### src/rtl/display_scan_scheduler_pkg.sv
// Shared definitions for the 6-digit display scanner: slot geometry,
// FSM state encoding, 7-segment codes and small slot helpers.
package display_scan_scheduler_pkg;

  localparam int unsigned NUM_SLOTS       = 6;
  localparam int unsigned SLOTS_PER_GROUP = 3;
  localparam int unsigned SLOT_W          = 3;

  typedef logic [SLOT_W-1:0]    slot_t;
  typedef logic [NUM_SLOTS-1:0] dig_t;
  typedef logic [6:0]           seg_t;

  typedef enum logic [1:0] {
    IDLE  = 2'd0,
    BLANK = 2'd1,
    SHOW  = 2'd2
  } state_e;

  // Active-high segments, bit0 = a ... bit6 = g
  localparam seg_t SEG_0   = 7'h3F;
  localparam seg_t SEG_1   = 7'h06;
  localparam seg_t SEG_2   = 7'h5B;
  localparam seg_t SEG_3   = 7'h4F;
  localparam seg_t SEG_4   = 7'h66;
  localparam seg_t SEG_5   = 7'h6D;
  localparam seg_t SEG_6   = 7'h7D;
  localparam seg_t SEG_7   = 7'h07;
  localparam seg_t SEG_8   = 7'h7F;
  localparam seg_t SEG_9   = 7'h6F;
  localparam seg_t SEG_OFF = 7'h00;

  localparam slot_t LAST_SLOT     = slot_t'(NUM_SLOTS - 1);
  localparam slot_t FIRST_B_SLOT  = slot_t'(SLOTS_PER_GROUP);

  function automatic slot_t slot_next(input slot_t s);
    return (s == LAST_SLOT) ? '0 : s + 1'b1;
  endfunction

  function automatic dig_t slot_onehot(input slot_t s);
    dig_t r;
    r = dig_t'(1);
    return r << s;
  endfunction

endpackage

### src/rtl/bcd_splitter.sv
// Splits an 8-bit binary value (0..255) into hundreds, tens and ones digits.
module bcd_splitter (
  input  logic [7:0] bin,
  output logic [3:0] hundreds,
  output logic [3:0] tens,
  output logic [3:0] ones
);

  // Constant-divisor decimal split
  always_comb begin
    hundreds = 4'(bin / 8'd100);
    tens     = 4'((bin / 8'd10) % 8'd10);
    ones     = 4'(bin % 8'd10);
  end

endmodule

### src/rtl/display_scan_scheduler_bcd_to_seg.sv
// Combinational BCD digit to 7-segment pattern; non-decimal codes are dark.
module bcd_to_seg
  import display_scan_scheduler_pkg::*;
(
  input  logic [3:0] bcd,
  output logic [6:0] seg
);

  // Digit decode table
  always_comb begin
    seg = SEG_OFF;
    case (bcd)
      4'd0:    seg = SEG_0;
      4'd1:    seg = SEG_1;
      4'd2:    seg = SEG_2;
      4'd3:    seg = SEG_3;
      4'd4:    seg = SEG_4;
      4'd5:    seg = SEG_5;
      4'd6:    seg = SEG_6;
      4'd7:    seg = SEG_7;
      4'd8:    seg = SEG_8;
      4'd9:    seg = SEG_9;
      default: seg = SEG_OFF;
    endcase
  end

endmodule

### src/rtl/display_scan_scheduler.sv
// Scans two snapshotted 8-bit values onto a 6-digit multiplexed 7-segment
// display through one shared decimal splitter, with inter-digit blanking,
// leading-zero suppression and optional blinking of the B group.
module display_scan_scheduler
  import display_scan_scheduler_pkg::*;
#(
  parameter int unsigned DWELL_CYCLES = 1000,
  parameter int unsigned BLANK_CYCLES = 16,
  parameter int unsigned BLINK_FRAMES = 32
) (
  input  logic       clk,
  input  logic       rst,
  input  logic       en,
  input  logic [7:0] value_a,
  input  logic [7:0] value_b,
  input  logic       blink_b,
  output logic [6:0] seg,
  output logic [5:0] dig,
  output logic       frame_start
);

  localparam int unsigned CNT_MAX = (DWELL_CYCLES > BLANK_CYCLES) ? DWELL_CYCLES : BLANK_CYCLES;
  localparam int unsigned CNT_W   = (CNT_MAX > 1) ? $clog2(CNT_MAX) : 1;
  localparam int unsigned FRM_W   = (BLINK_FRAMES > 1) ? $clog2(BLINK_FRAMES) : 1;

  localparam logic [CNT_W-1:0] DWELL_LAST = CNT_W'(DWELL_CYCLES - 1);
  localparam logic [CNT_W-1:0] BLANK_LAST = CNT_W'((BLANK_CYCLES > 0) ? BLANK_CYCLES - 1 : 0);
  localparam logic [FRM_W-1:0] FRM_LAST   = FRM_W'(BLINK_FRAMES - 1);
  localparam bit               NO_GAP     = (BLANK_CYCLES == 0);

  state_e           state_q, state_d;
  slot_t            slot_q, slot_d;
  logic [CNT_W-1:0] cnt_q, cnt_d;
  logic [FRM_W-1:0] frm_q, frm_d;
  logic             phase_q, phase_d;
  logic [7:0]       snap_a_q, snap_a_d;
  logic [7:0]       snap_b_q, snap_b_d;
  logic             snap_blink_q, snap_blink_d;
  seg_t             seg_q, seg_d;
  dig_t             dig_q, dig_d;
  logic             frame_start_q, frame_start_d;

  logic       blank_done, dwell_done, frame_wrap, new_frame, enter_show;
  logic [7:0] split_in;
  logic [3:0] d_hund, d_tens, d_ones;
  logic [3:0] digit;
  logic       lz_blank, blink_off;
  seg_t       digit_code, pattern;

  // Phase-end and frame-boundary qualifiers
  always_comb begin
    blank_done = (state_q == BLANK) && (cnt_q == BLANK_LAST);
    dwell_done = (state_q == SHOW)  && (cnt_q == DWELL_LAST);
    frame_wrap = dwell_done && (slot_q == LAST_SLOT);
    new_frame  = en && ((state_q == IDLE) || frame_wrap);
  end

  // FSM state register
  always_ff @(posedge clk or posedge rst) begin
    if (rst) state_q <= IDLE;
    else     state_q <= state_d;
  end

  // FSM next-state logic
  always_comb begin
    state_d = state_q;
    if (!en) begin
      state_d = IDLE;
    end else begin
      case (state_q)
        IDLE:    state_d = NO_GAP ? SHOW : BLANK;
        BLANK:   if (blank_done) state_d = SHOW;
        SHOW:    if (dwell_done) state_d = NO_GAP ? SHOW : BLANK;
        default: state_d = IDLE;
      endcase
    end
  end

  // Cycle counter, slot pointer, blink divider and per-frame snapshots
  always_comb begin
    cnt_d        = cnt_q;
    slot_d       = slot_q;
    frm_d        = frm_q;
    phase_d      = phase_q;
    snap_a_d     = snap_a_q;
    snap_b_d     = snap_b_q;
    snap_blink_d = snap_blink_q;
    if (!en) begin
      cnt_d   = '0;
      slot_d  = '0;
      frm_d   = '0;
      phase_d = 1'b0;
    end else begin
      cnt_d = ((state_d != state_q) || dwell_done) ? '0 : cnt_q + 1'b1;
      if (state_q == IDLE)  slot_d = '0;
      else if (dwell_done)  slot_d = slot_next(slot_q);
      if (frame_wrap) begin
        if (frm_q == FRM_LAST) begin
          frm_d   = '0;
          phase_d = ~phase_q;
        end else begin
          frm_d = frm_q + 1'b1;
        end
      end
      if (new_frame) begin
        snap_a_d     = value_a;
        snap_b_d     = value_b;
        snap_blink_d = blink_b;
      end
    end
  end

  // Datapath registers
  always_ff @(posedge clk or posedge rst) begin
    if (rst) begin
      cnt_q        <= '0;
      slot_q       <= '0;
      frm_q        <= '0;
      phase_q      <= 1'b0;
      snap_a_q     <= '0;
      snap_b_q     <= '0;
      snap_blink_q <= 1'b0;
    end else begin
      cnt_q        <= cnt_d;
      slot_q       <= slot_d;
      frm_q        <= frm_d;
      phase_q      <= phase_d;
      snap_a_q     <= snap_a_d;
      snap_b_q     <= snap_b_d;
      snap_blink_q <= snap_blink_d;
    end
  end

  // Pattern is built for the slot about to be lit, from the _d view of
  // slot/snapshot so a gapless slot 0 sees the snapshot taken on that edge.
  always_comb begin
    split_in = (slot_d < FIRST_B_SLOT) ? snap_a_d : snap_b_d;
  end

  bcd_splitter u_bcd_splitter (
    .bin      (split_in),
    .hundreds (d_hund),
    .tens     (d_tens),
    .ones     (d_ones)
  );

  // Digit select with leading-zero and blink suppression
  always_comb begin
    digit    = d_ones;
    lz_blank = 1'b0;
    case (slot_d)
      3'd0, 3'd3: begin
        digit    = d_hund;
        lz_blank = (d_hund == 4'd0);
      end
      3'd1, 3'd4: begin
        digit    = d_tens;
        lz_blank = (d_hund == 4'd0) && (d_tens == 4'd0);
      end
      default: begin
        digit    = d_ones;
        lz_blank = 1'b0;
      end
    endcase
    blink_off = (slot_d >= FIRST_B_SLOT) && snap_blink_d && phase_d;
    pattern   = (lz_blank || blink_off) ? SEG_OFF : digit_code;
  end

  bcd_to_seg u_bcd_to_seg (
    .bcd (digit),
    .seg (digit_code)
  );

  // FSM output logic: outputs follow the state being entered
  always_comb begin
    enter_show    = (state_d == SHOW) && ((state_q != SHOW) || dwell_done);
    seg_d         = seg_q;
    dig_d         = dig_q;
    frame_start_d = new_frame;
    if (state_d != SHOW) begin
      seg_d = SEG_OFF;
      dig_d = '0;
    end else if (enter_show) begin
      seg_d = pattern;
      dig_d = slot_onehot(slot_d);
    end
  end

  // Output registers
  always_ff @(posedge clk or posedge rst) begin
    if (rst) begin
      seg_q         <= SEG_OFF;
      dig_q         <= '0;
      frame_start_q <= 1'b0;
    end else begin
      seg_q         <= seg_d;
      dig_q         <= dig_d;
      frame_start_q <= frame_start_d;
    end
  end

  assign seg         = seg_q;
  assign dig         = dig_q;
  assign frame_start = frame_start_q;

endmodule

### config.mk
export PLATFORM = sky130hd
export DESIGN_NAME = display_scan_scheduler
export DESIGN_NICKNAME = d
export VERILOG_FILES = /design/src/rtl/display_scan_scheduler_pkg.sv /design/src/rtl/bcd_splitter.sv /design/src/rtl/display_scan_scheduler_bcd_to_seg.sv /design/src/rtl/display_scan_scheduler.sv
export SDC_FILE = /design/constraint.sdc
export NUM_CORES = 1
export LEC_CHECK = 0
export CAP_MARGIN = 25
export CORE_ASPECT_RATIO = 1.75
export CORE_MARGIN = 4
export CORE_UTILIZATION = 64
export CTS_CLUSTER_SIZE = 28
export DETAILED_ROUTE_END_ITERATION = 16
export PLACE_DENSITY = 0.86
export SLEW_MARGIN = 40
export SYNTH_ARGS = -nofsm -noshare
export SYNTH_HDL_FRONTEND = slang
export SYNTH_SLANG_ARGS = --single-unit
### constraint.sdc
create_clock -name clk -period 14.8 [get_ports clk]
set_input_delay 2.96 -clock clk [delete_from_list [all_inputs] [get_ports clk]]
set_output_delay 2.96 -clock clk [all_outputs]
set_load 0.01 [all_outputs]
==> out/results.tsv <==
stage	metric	value	unit
sta	Final Critical Period	10.58	ns
run_status	outcome	finished clean	
clock_network	worst-case clock buffer depth	2	
sta	Peak Freq	94.5	MHz
drt	Avg Vias per Cell	6.45	
worst_setup_path	worst r2r src	cnt_q[0]	
pwr	P per Cell Area	109	nW/um^2
grt	Overflow after GRT	0	
drt	met3 wire len	364	um
sta	ratio of final minimum period to clock period	71.5	%
logic_synthesis	Syn Std Cell Area	4370	sq um
drt	final WL	11400	um
logic_synthesis	post-synthesis cell count	518	
worst_setup_path	type of origin of the critical path	primary input	
logic_synthesis	Async SR Flop Fraction	100	%
grt	global-route wire length before repair	18800	um
worst_setup_path	CP required	14.99	ns
worst_setup_path	FF-to-FF End	seg[6]	
floorplanning	die height	117	um
sta	final hold vios	0	
drt	Routed met2 length	6370	um
worst_setup_path	slowest stage delay, CP	0.71	ns
final_layout	Nets	582	
clock_network	worst skew pair latency	0.30	ns
drt	via count	4023	
place	I/O Buffers	33	
worst_hold_path	Worst Hold Depth	1	
floorplanning	core area	6590	sq um
final_layout	commonest cells after routing, fill and taps aside	69 x nand2_1, 62 x nor2_1, 52 x dfrtp_1, 33 x clkdlybuf4s50_1, 24 x inv_1	
logic_synthesis	post-synthesis average cell area	8.43	sq um
logic_synthesis	syn_nets	559	
worst_setup_path	worst reg2reg setup slack	6.41	ns
clock_network	post-CTS sizing	0	
drt	met1 WL	4280	um
clock_network	clock slew at reported path FFs	0.07	ns
worst_setup_path	Setup Crit Path Kind	in2reg	
drt	top routing layer in use	met4	
clock_network	Root Driver	clkbuf_16	
final_layout	share of post-route cells with drive strength above 1	9.23	%
clock_network	CTS tree	built	
floorplanning	die width	70.4	um
final_layout	ant diodes	0	
job	max_cap viols	0	
floorplanning	# IOs	34	
worst_hold_path	Worst Hold Path EP	cnt_q[0]	
logic_synthesis	Post-synth EDFFs	0	
clock_network	TritonCTS Sinks	52	
clock_network	TritonCTS Buffers	5	
sta	relative slew slack	45.8	%
worst_hold_path	Hold Crit Start	cnt_q[0]	
place	HPWL after DPL	8430	um
sta	Final Skew	0.00523	ns
worst_setup_path	Worst Path Max Fanout	14	
floorplanning	site row count	39	
final_layout	commonest non-fill, non-tap cell in the layout	nand2_1	
drt	# DRC	0	
clock_network	CTS H-tree depth	2	
worst_setup_path	WP data arrival	10.77	ns
sta	Slew Limit Fails	0	
sta	worst hold slack	0.462	ns
logic_synthesis	Synth cell types	90	
floorplanning	initial cell density of the core	66.3	%
sta	worst slew pin tran	0.811	ns
sta	final setup TNS	0	ns
logic_synthesis	Synthesis Warnings	0	
pwr	P_leak	2.18	nW
worst_setup_path	slowest cell on the critical path	clkdlybuf4s50_1	
drt	wire length per cell	18.3	um
clock_network	Post-CTS Setup Inserts	0	
worst_hold_path	worst hold path class	reg2reg	
drt	DR pass1 iterations	5	
clock_network	cts hold-fix bufs	0	
grt	number of global-route vias before repair	3981	
floorplanning	die area	8260	sq um
logic_synthesis	FF+latch count, synth	52	
grt	largest net degree at the start of global routing	53	
grt	Total GRT Usage	28.1	%
grt	initial antenna violation count	0	
pwr	Peak VDD IR	83.2	uV
sta	RSZ-0062 raised after global routing	false	
logic_synthesis	Most used DFF post-synth	dfrtp_1	
logic_synthesis	register area share after synthesis	29.8	%
drt	Final ANT Viol Nets	0	
drt	initial drt markers	375	
worst_setup_path	crit end category	flop	
sta	Final Setup Violations	0	
final_layout	Syn-to-layout area delta	11.5	%
worst_setup_path	worst reg2reg path depth	34	
worst_setup_path	Setup crit start	en	
place	GP Congestion	1.03	
-- synthesized netlist by cell type, types with 8 or more instances --
| cell | number | area, sq um |
|---|---|---|
| xnor2_1 | 8 | 70.1 |
| nand2_1 | 69 | 259 |
| a21oi_1 | 21 | 105 |
| a31oi_1 | 9 | 56.3 |
| ha_1 | 21 | 263 |
| and3_1 | 10 | 62.6 |
| o211ai_1 | 8 | 60.1 |
| o21ai_0 | 21 | 105 |
| nand3_1 | 15 | 75.1 |
| dfrtp_1 | 52 | 1300 |
| clkbuf_1 | 8 | 30.0 |
| nor3_1 | 10 | 50.1 |
| nor2_1 | 62 | 233 |
| and2_1 | 8 | 50.1 |
| mux2i_1 | 16 | 160 |
| inv_1 | 25 | 93.8 |
-- critical path: cells and delay by family --
family                   cells  cell delay (ns)
AND/OR/NAND/NOR             12             2.27
adder cells (fa/ha/maj)      3             0.83
buffers and inverters        3             1.28
multiplexers                 2             0.91
AO/OA/AOI/OAI               12             2.53
-- power breakdown --
group / internal [mW] / switching, mW / leakage (nW)
logic: 0.0937 / 0.153 / 1.41
registers: 0.149 / 0.00496 / 0.690
clock network: 0.0796 / 0.0506 / 0.0808
-- final cells by class --
type,count,area (sq um)
Multi-Input combinational cell,416,2830
Fill cell,493,1720
Sequential cell,52,1300
Timing Repair Buffer,34,338
Inverter,32,133
Clock buffer,6,129
Tap cell,82,103
Clock inverter,2,35.0
-- stage by stage --
step | util, % | cells | total power [mW] | setup slack (ns) | instance area [sq um]
6_report | 73.9 | 624 | 0.530 | 4.22 | 4870
5_1_grt | 73.9 | 624 | 0.562 | 3.78 | 4870
4_1_cts | 73.9 | 624 | 0.527 | 4.33 | 4870
3_5_place_dp | 71.4 | 616 | 0.397 | 4.14 | 4700
3_3_place_gp | 71.3 | 616 | 0.391 | 4.09 | 4700
2_1_floorplan | - | 518 | 0.348 | 5.70 | 4370
-- sequential cells by signal, indices dropped and copies added, names as in the netlist, 2 cells and up --
signal,flops
cnt_q,10
dig,6
frm_q,5
snap_b_q,8
snap_a_q,8
slot_q,3
seg,7
state_q,2
-- routing by layer --
layer | vias to the layer above | GRT usage [%]
met2 | 128 | 54.4
li1 | 1927 | -
met4 | 0 | 13.8
met1 | 1940 | 29.9
met5 | - | 0
met3 | 28 | 2.99
-- cell families (layout without fill, tap and decap cells) --
logic type / count (synthesis) / count (layout) / synth area share, %
adders and majority gates: 21 / 21 / 6.02
AOI/OAI and AO/OA: 139 / 139 / 24.9
xor gates and xnor gates: 14 / 14 / 3.15
and+or+nand+nor: 223 / 223 / 26.1
DFF: 52 / 52 / 29.8
buffers and inverters: 50 / 74 / 5.47
muxes: 19 / 19 / 4.61
-- how the worst max path moves through the flow --
stage / to / slack [ns] / cells after the start
2_1_floorplan: seg[6] / 5.70 / 34
4_1_cts: seg[6] / 4.33 / 32
6_report: seg[6] / 4.22 / 32
5_1_grt: seg[6] / 3.78 / 32
3_5_place_dp: seg[6] / 4.14 / 32
3_3_place_gp: seg[6] / 4.09 / 32
(Power assumes the default switching activity.)
